**src/rtl/tiny_mind_pkg.sv**
```systemverilog
// Shared state encoding for the tiny_mind run-once counter FSM.
package tiny_mind_pkg;

   localparam int STATE_W = 2;

   typedef enum logic [STATE_W-1:0] {
      IDLE = 2'b00,
      RUN  = 2'b01,
      DONE = 2'b10
   } state_t;

endpackage

```
**src/rtl/tiny_mind_if.sv**
```systemverilog
// Status bundle of tiny_mind: the core drives it, observers read it.
interface tiny_mind_if #(
   parameter int CNT_W = 4
);
   import tiny_mind_pkg::*;

   logic             done_r;
   logic             busy_r;
   logic [CNT_W-1:0] count_r;
   logic [STATE_W-1:0] state_o;

   modport master (output done_r, output busy_r, output count_r, output state_o);
   modport slave  (input  done_r, input  busy_r, input  count_r, input  state_o);
endinterface

```
**src/rtl/tiny_mind_counter.sv**
```systemverilog
// Saturating up-counter with synchronous clear and terminal-count flag.
module tiny_mind_counter #(
   parameter int MAX_VALUE = 14,
   parameter int CNT_W     = 4
) (
   input  logic             clk,
   input  logic             clr,
   input  logic             en,
   output logic [CNT_W-1:0] count,
   output logic             at_max
);
   localparam logic [CNT_W-1:0] MAX_CNT = CNT_W'(MAX_VALUE);

   assign at_max = (count == MAX_CNT);

   // Holding at the terminal value is what keeps the count from ever wrapping.
   always_ff @(posedge clk) begin
      if (clr) begin
         count <= '0;
      end else if (en && !at_max) begin
         count <= count + 1'b1;
      end
   end
endmodule

```
**src/rtl/tiny_mind.sv**
```systemverilog
// Run-once counter: IDLE -> RUN counts up to MAX_VALUE -> DONE until reset.
module tiny_mind
   import tiny_mind_pkg::*;
#(
   parameter int MAX_VALUE = 14,
   parameter int CNT_W     = (MAX_VALUE < 1) ? 1 : $clog2(MAX_VALUE + 1)
) (
   input  logic        clk,
   input  logic        rst,
   tiny_mind_if.master bus
);
   state_t state_q;
   state_t state_d;
   logic   done_q;
   logic   done_d;
   logic   busy_q;
   logic   busy_d;
   logic   at_max;
   logic   cnt_clr;
   logic   cnt_en;

   // Count survives only while running or parked in DONE; IDLE and the illegal code clear it.
   assign cnt_clr = rst || !((state_q == RUN) || (state_q == DONE));
   assign cnt_en  = (state_q == RUN);

   tiny_mind_counter #(
      .MAX_VALUE (MAX_VALUE),
      .CNT_W     (CNT_W)
   ) u_counter (
      .clk    (clk),
      .clr    (cnt_clr),
      .en     (cnt_en),
      .count  (bus.count_r),
      .at_max (at_max)
   );

   always_comb begin
      state_d = IDLE;
      done_d  = done_q;
      busy_d  = busy_q;
      case (state_q)
         IDLE: begin
            state_d = RUN;
            busy_d  = 1'b1;
            done_d  = 1'b0;
         end
         RUN: begin
            if (at_max) begin
               state_d = DONE;
               done_d  = 1'b1;
               busy_d  = 1'b0;
            end else begin
               state_d = RUN;
            end
         end
         DONE: begin
            state_d = DONE;
         end
         default: begin
            state_d = IDLE;
            done_d  = 1'b0;
            busy_d  = 1'b0;
         end
      endcase
   end

   always_ff @(posedge clk) begin
      if (rst) begin
         state_q <= IDLE;
         done_q  <= 1'b0;
         busy_q  <= 1'b0;
      end else begin
         state_q <= state_d;
         done_q  <= done_d;
         busy_q  <= busy_d;
      end
   end

   assign bus.done_r  = done_q;
   assign bus.busy_r  = busy_q;
   assign bus.state_o = state_q;
endmodule

```
**src/flat_wrapper.sv**
```systemverilog
// flat-port wrapper written by rule: the top's interface ports become plain ports
module tiny_mind_flat import tiny_mind_pkg::*;
#(
   parameter int MAX_VALUE = 14,
   parameter int CNT_W     = (MAX_VALUE < 1) ? 1 : $clog2(MAX_VALUE + 1)
)
  (clk, rst, bus_done_r, bus_busy_r, bus_count_r, bus_state_o);
  tiny_mind_if #(.CNT_W(CNT_W)) bus_i ();
  input  logic clk;
  input  logic rst;
  output wire logic [$bits(bus_i.done_r)-1:0] bus_done_r;
  output wire logic [$bits(bus_i.busy_r)-1:0] bus_busy_r;
  output wire logic [$bits(bus_i.count_r)-1:0] bus_count_r;
  output wire logic [$bits(bus_i.state_o)-1:0] bus_state_o;
  assign bus_done_r = bus_i.done_r;
  assign bus_busy_r = bus_i.busy_r;
  assign bus_count_r = bus_i.count_r;
  assign bus_state_o = bus_i.state_o;
  tiny_mind #(.MAX_VALUE(MAX_VALUE), .CNT_W(CNT_W)) u_core (.clk(clk), .rst(rst), .bus(bus_i));
endmodule
```
**config.mk**
```make
export PLATFORM = sky130hd
export DESIGN_NAME = tiny_mind_flat
export DESIGN_NICKNAME = d
export VERILOG_FILES = /design/src/rtl/tiny_mind_pkg.sv /design/src/rtl/tiny_mind_if.sv /design/src/rtl/tiny_mind_counter.sv /design/src/rtl/tiny_mind.sv /design/src/flat_wrapper.sv
export SDC_FILE = /design/constraint.sdc
export NUM_CORES = 1
export LEC_CHECK = 0
export CORE_AREA = 2 2 39 41
export CTS_CLUSTER_DIAMETER = 60
export DETAILED_ROUTE_END_ITERATION = 10
export DIE_AREA = 0 0 41 43
export PLACE_DENSITY_LB_ADDON = 0.05
export SETUP_SLACK_MARGIN = 0.1
export SYNTH_ARGS = -nofsm -noshare
export SYNTH_HDL_FRONTEND = slang
export SYNTH_SLANG_ARGS = --single-unit
```
**constraint.sdc**
```tcl
create_clock -name clk -period 1.4 [get_ports clk]
set_input_delay 0.14 -clock clk [delete_from_list [all_inputs] [get_ports clk]]
set_output_delay 0.14 -clock clk [all_outputs]
set_load 0.03 [all_outputs]
```
# [Word level (Yosys, flattened, before mapping)]
# Cells that the tools add are included.
[word_totals] input_bits=2 elab_cells=23 out_inout_bits=8 ff_bits=8
[op_classes] add_sub_neg=1 reduce_logical=7 n_mux=6 eq_ne=4 bitwise_logic=1
[ops] operator="one-hot mux 2 bit (3 select lines)" n=1
[ops] operator="adder 4 x 1 -> 4 bit (second input constant)" n=1
[ops] operator="equality test 4 bit (second input constant)" n=1
[ops] operator="one-hot mux 1 bit (3 select lines)" n=1
[ops] operator="equality test 2 x 1 -> 1 bit (second input constant)" n=1
[ops] operator="equality test 2 bit (second input constant)" n=1
[ops] operator="logical NOT 1 bit" n=2
[ops] operator="logical NOT 2 bit" n=1
[ops] operator="logical OR 1 bit" n=2
[ops] operator="2-to-1 mux 1 bit" n=2
[ops] operator="2-to-1 mux 2 bit" n=1
[ops] operator="!= test 2 x 1 -> 1 bit (second input constant)" n=1
[ops] operator="one-hot mux 1 bit (2 select lines)" n=1
[ops] operator="AND reduction 2 bit" n=1
[ops] operator="logical AND 1 bit" n=1
[ops] operator="inverter 1 bit" n=1

# [Logic depth before layout (Yosys ltp)]
# Gate-level depths: netlist of run 1.
[logic_depth] ltp_word=4 depth_mapped=6 ltp_nobuf=5

# [Modules after synthesis]
# Synthesis of run 1 repeated with hierarchy kept, for this count alone.
[unflattened] cells_unflattened=46 hier_area_um2=420.4
[modules_own_cells] mod="tiny_mind" seq_area_each_um2=80.1 cells_each=24 instances=1 area_per_inst_um2=229.0
[modules_own_cells] mod="tiny_mind_counter" seq_area_each_um2=80.1 cells_each=22 instances=1 area_per_inst_um2=191.4

# [Least setup slack after synthesis of run 1]
# Ideal clock, no wire load.
[synth_timing] path_kind="register to register" start="reg u_core.u_counter.count[1]" end="reg u_core.state_q[1], in the netlist u_core.bus.state_o[1]" t_required_ns=1.330 stages_incl_launch_ff=5 setup_time_ns=0.070 period_less_slack_ns=1.485 arrival_ns=1.415 path_buffers=0 setup_slack_ns=-0.085 cell_sequence="dfxtp_1 > ha_1 > nand3_4 > or3b_1 > a21oi_1"
[synth_between] elab_chain_cells=3
[synth_lines] element="from (decl)" line_no="tiny_mind_counter.sv:9" rtl="output logic [CNT_W-1:0] count,"
[synth_lines] element="from (signal assigned)" line_no="tiny_mind_counter.sv:21" rtl="count <= count + 1'b1;"
[synth_lines] element="equality test 4 bit" line_no="tiny_mind_counter.sv:14" rtl="assign at_max = (count == MAX_CNT);"
[synth_lines] element="2-to-1 mux 2 bit" line_no="tiny_mind.sv:48" rtl="if (at_max) begin"
[synth_lines] element="one-hot mux 2 bit (3 select lines)" line_no="tiny_mind.sv:41" rtl="case (state_q)"
[synth_lines] element="to (signal assigned)" line_no="tiny_mind.sv:73" rtl="state_q <= state_d;"
[synth_lines] element="to (decl)" line_no="tiny_mind.sv:12" rtl="state_t state_q;"
# No other way between the ends.
# A chain may end at the register's enable or synchronous reset.

# [Worst setup path in the final report of run 1]
[layout_timing] start="reg u_core.state_q[1], in the netlist u_core.bus.state_o[1]" end="reg u_core.state_q[1], in the netlist u_core.bus.state_o[1]"
[layout_between] elab_chain_cells=2 word_cells_on_any_way=4 cone_classes="2 x eq/ne; 1 x mux; 1 x reduce/logical"
[layout_lines] element="equality test 2 x 1 -> 1 bit"
[layout_lines] element="net u_core.cnt_en" line_no="tiny_mind.sv:20" rtl="logic cnt_en;"
[layout_lines] element="one-hot mux 2 bit (3 select lines)" line_no="tiny_mind.sv:41"
# The timed path passes the listed nets, and every way through them passes these cells.

==> impl_metrics.env, run 1 <==
export IMPL_cp_required_ps=1580
export IMPL_insertion_delay_ps=250
export IMPL_yosysUniqueCellTypes=19
export IMPL_track_usage_pct=13.1
export IMPL_rsz0062_at_grt="no"
export IMPL_path_delay_family="simple AND/OR/NAND/NOR gates"
export IMPL_hp_start="u_core.bus.busy_r"
export IMPL_yosysTopAreaCell="dfxtp_1"
export IMPL_vias=365
export IMPL_netlist_area_um2=428
export IMPL_ys_seq_area_share_pct=37.4
export IMPL_worstPathArrival_ps=1430
export IMPL_hold_viol_final=0
export IMPL_fmax_ghz=0.802
export IMPL_avgRoutedWirePerCell_um=12.4
export IMPL_synthCells=45
export IMPL_grt_max_degree=12
export IMPL_ys_ff_latch=8
export IMPL_clock_sinks=8
export IMPL_final_design_area_no_fill_um2=626
export IMPL_num_io_pins=10
export IMPL_crit_chain="inv_1 > ha_4 > or3b_4 > a21oi_2"
export IMPL_critPathSlowestCell="or3b_4"
export IMPL_fin_skew_ps=1.15
export IMPL_critPathKind="reg -> reg"
export IMPL_drt_total_wl_um=931
export IMPL_synth_area_top_cells="dfxtp_1 37%, ha_1 18%, a21oi_1 7.0%"
export IMPL_placed_cell_area_um2=548
export IMPL_layout_commonest_cell="dlygate4sd2_1"
export IMPL_syn_num_nets=53
export IMPL_antennaDiodeCount=0
export IMPL_dp_hpwl_um=697
export IMPL_gp_congestion=0.635
export IMPL_reg2regPathDepth=4
export IMPL_run_status="complete, no violations"
export IMPL_drv_slew=0
export IMPL_layout_nets=69
export IMPL_cpPeakStageDelay_ps=390
export IMPL_firstDrtPassIters=4
export IMPL_grt_pass1_wl_um=1500
export IMPL_grt_overflow=0
export IMPL_cts_tree="done"
export IMPL_path_clk_slew_ps=50
export IMPL_path_buf_inv=1
export IMPL_critPathMaxFanout=11
export IMPL_port_buffers=9
export IMPL_final_layout_size_suffix_gt1_share_pct=37.3
export IMPL_hold_class="reg -> reg"
export IMPL_p_leak_nw=0.272
export IMPL_hold_depth=2
export IMPL_yosysWarnings=0
export IMPL_ant_nets=0
export IMPL_syn_mean_instance_area_um2=9.51
export IMPL_period_needed_ps=1250
export IMPL_r2r_start="u_core.bus.state_o[1]"
export IMPL_cts_buffers=3
export IMPL_period_share_pct=89.0
export IMPL_worst_slew_pin_slew_ps=317
export IMPL_power_density_nw_per_um2=795
export IMPL_yosysTopAreaCellShare_pct=37.4
export IMPL_clockBufferDepth=2
export IMPL_fp_dieW_um=41
export IMPL_initial_utilization_pct=30.9
export IMPL_dieArea_um2=1760
export IMPL_tns_ps=0
export IMPL_reg2reg_to="u_core.bus.state_o[1]"
export IMPL_min_to="u_core.bus.busy_r"
export IMPL_end_kind="register"
export IMPL_cts_root_buf="clkbuf_4"
export IMPL_setup_viol=0
export IMPL_drcViolationCount=0
export IMPL_hold_buffers=0
export IMPL_area_delta_synth_final_pct=46.2
export IMPL_avgViaCountPerCell=4.87
export IMPL_antenna_found_initial=0
export IMPL_relSlewSlack_pct=79.0
export IMPL_core_um2=1380
export IMPL_start_kind="register"
export IMPL_drtIter0Drc=1
export IMPL_rows=14
export IMPL_dieHeight_um=43
export IMPL_htreeDepth=1
export IMPL_ff2ff_setup_slack_ps=150
export IMPL_peakVddDrop_uv=589
export IMPL_cap_violations=0
export IMPL_grt_pass1_vias=377
[sequential cells by signal (all words and copies together) (netlist names)]
name	cells
u_core.bus.busy_r	1
u_core.bus.done_r	1
u_core.bus.state_o	2
u_core.u_counter.count	4
[cell type report]
cell class	instances	area [µm²]
timing repair buffer	12	115
multi-input combinational	32	288
inverter	4	15.0
tap	16	20.0
clock buffer	3	22.5
sequential	8	165
fill	147	758
[tightest hold or removal path: cells and delay by family, from the launching register on]
family           cells  cell delay (ps)
and+or+nand+nor      1               60
muxes                1               60
DFF                  1              300
[Yosys cell counts]
master,n
or3b_1,1
o21ba_2,1
nand3_1,1
inv_1,4
dfxtp_1,8
a21o_2,1
a211oi_1,1
nand4_1,1
nand2b_1,3
and3_2,1
buf_2,1
mux2i_1,1
and4_2,1
nand2_1,1
ha_1,6
nor2_1,1
nor3_1,5
a21oi_1,6
nand3_4,1
[worst max path at each step]
stage / start / to / slack [ps] / depth (start not counted)
after CTS: u_core.u_counter.count[0] / u_core.bus.state_o[1] / 110 / 5
after global placement: u_core.u_counter.count[0] / u_core.bus.state_o[1] / 90 / 5
after floorplan: u_core.u_counter.count[1] / u_core.bus.state_o[1] / 60 / 4
after detailed placement: u_core.bus.state_o[1] / u_core.bus.state_o[1] / 10 / 4
after global routing: u_core.bus.state_o[1] / u_core.bus.state_o[1] / 110 / 4
final: u_core.bus.state_o[1] / u_core.bus.state_o[1] / 150 / 4
[per-layer routing]
metal	GRT usage [%]	vias up	part of all wire (%)
li1	-	186	-
met1	13.9	168	39
met2	20.3	9	54
met3	5.24	2	5.7
met4	8.00	0	0.97
met5	0	-	0
[metrics by stage]
step | hold WS (ps) | power, mW | std cells | worst slack, ps | utilization [%]
final | 474 | 0.497 | 75 | 154 | 45.2
after global routing | 493 | 0.528 | 75 | 106 | 45.2
after CTS | 478 | 0.498 | 75 | 106 | 43.4
after detailed placement | 468 | 0.324 | 70 | 12.9 | 39.6
after global placement | 462 | 0.321 | 70 | 87.8 | 39.6
after floorplan | 202 | 0.297 | 45 | 58.8 | -
[where the power goes]
| part | internal (mW) | total [mW] | switching (mW) |
|---|---|---|---|
| Sequential | 0.237 | 0.245 | 0.00837 |
| Combinational | 0.0338 | 0.0793 | 0.0455 |
| Clock | 0.0978 | 0.173 | 0.0749 |
| Total | 0.369 | 0.497 | 0.129 |
[repair_timing]
item,in CTS,in global routing
gates resized for setup,11,5
setup buffers,2,0
setup endpoints to repair,10,5
pin swaps,2,0
hold endpoints to repair,0,0
[logic make-up after synthesis]
kind of cell / after synthesis / share of synthesized area (%)
mux: 1 / 2.34
buf+inv: 5 / 4.68
compound gates: 9 / 13.2
fa+ha+maj: 6 / 17.5
simple gates: 16 / 24.9
flops: 8 / 37.4
Power figures use the tool's default switching activity.
==> run 2, diff against run 1 <==
--- a/config.mk
+++ b/config.mk
@@ -9,6 +9,7 @@
 export CTS_CLUSTER_DIAMETER = 60
 export DETAILED_ROUTE_END_ITERATION = 10
 export DIE_AREA = 0 0 41 43
+export GPL_ROUTABILITY_DRIVEN = 0
 export PLACE_DENSITY_LB_ADDON = 0.05
 export SETUP_SLACK_MARGIN = 0.1
 export SYNTH_ARGS = -nofsm -noshare
==> results of run 2 <==
Final layout, timing and power as in run 1 (identical DEF).
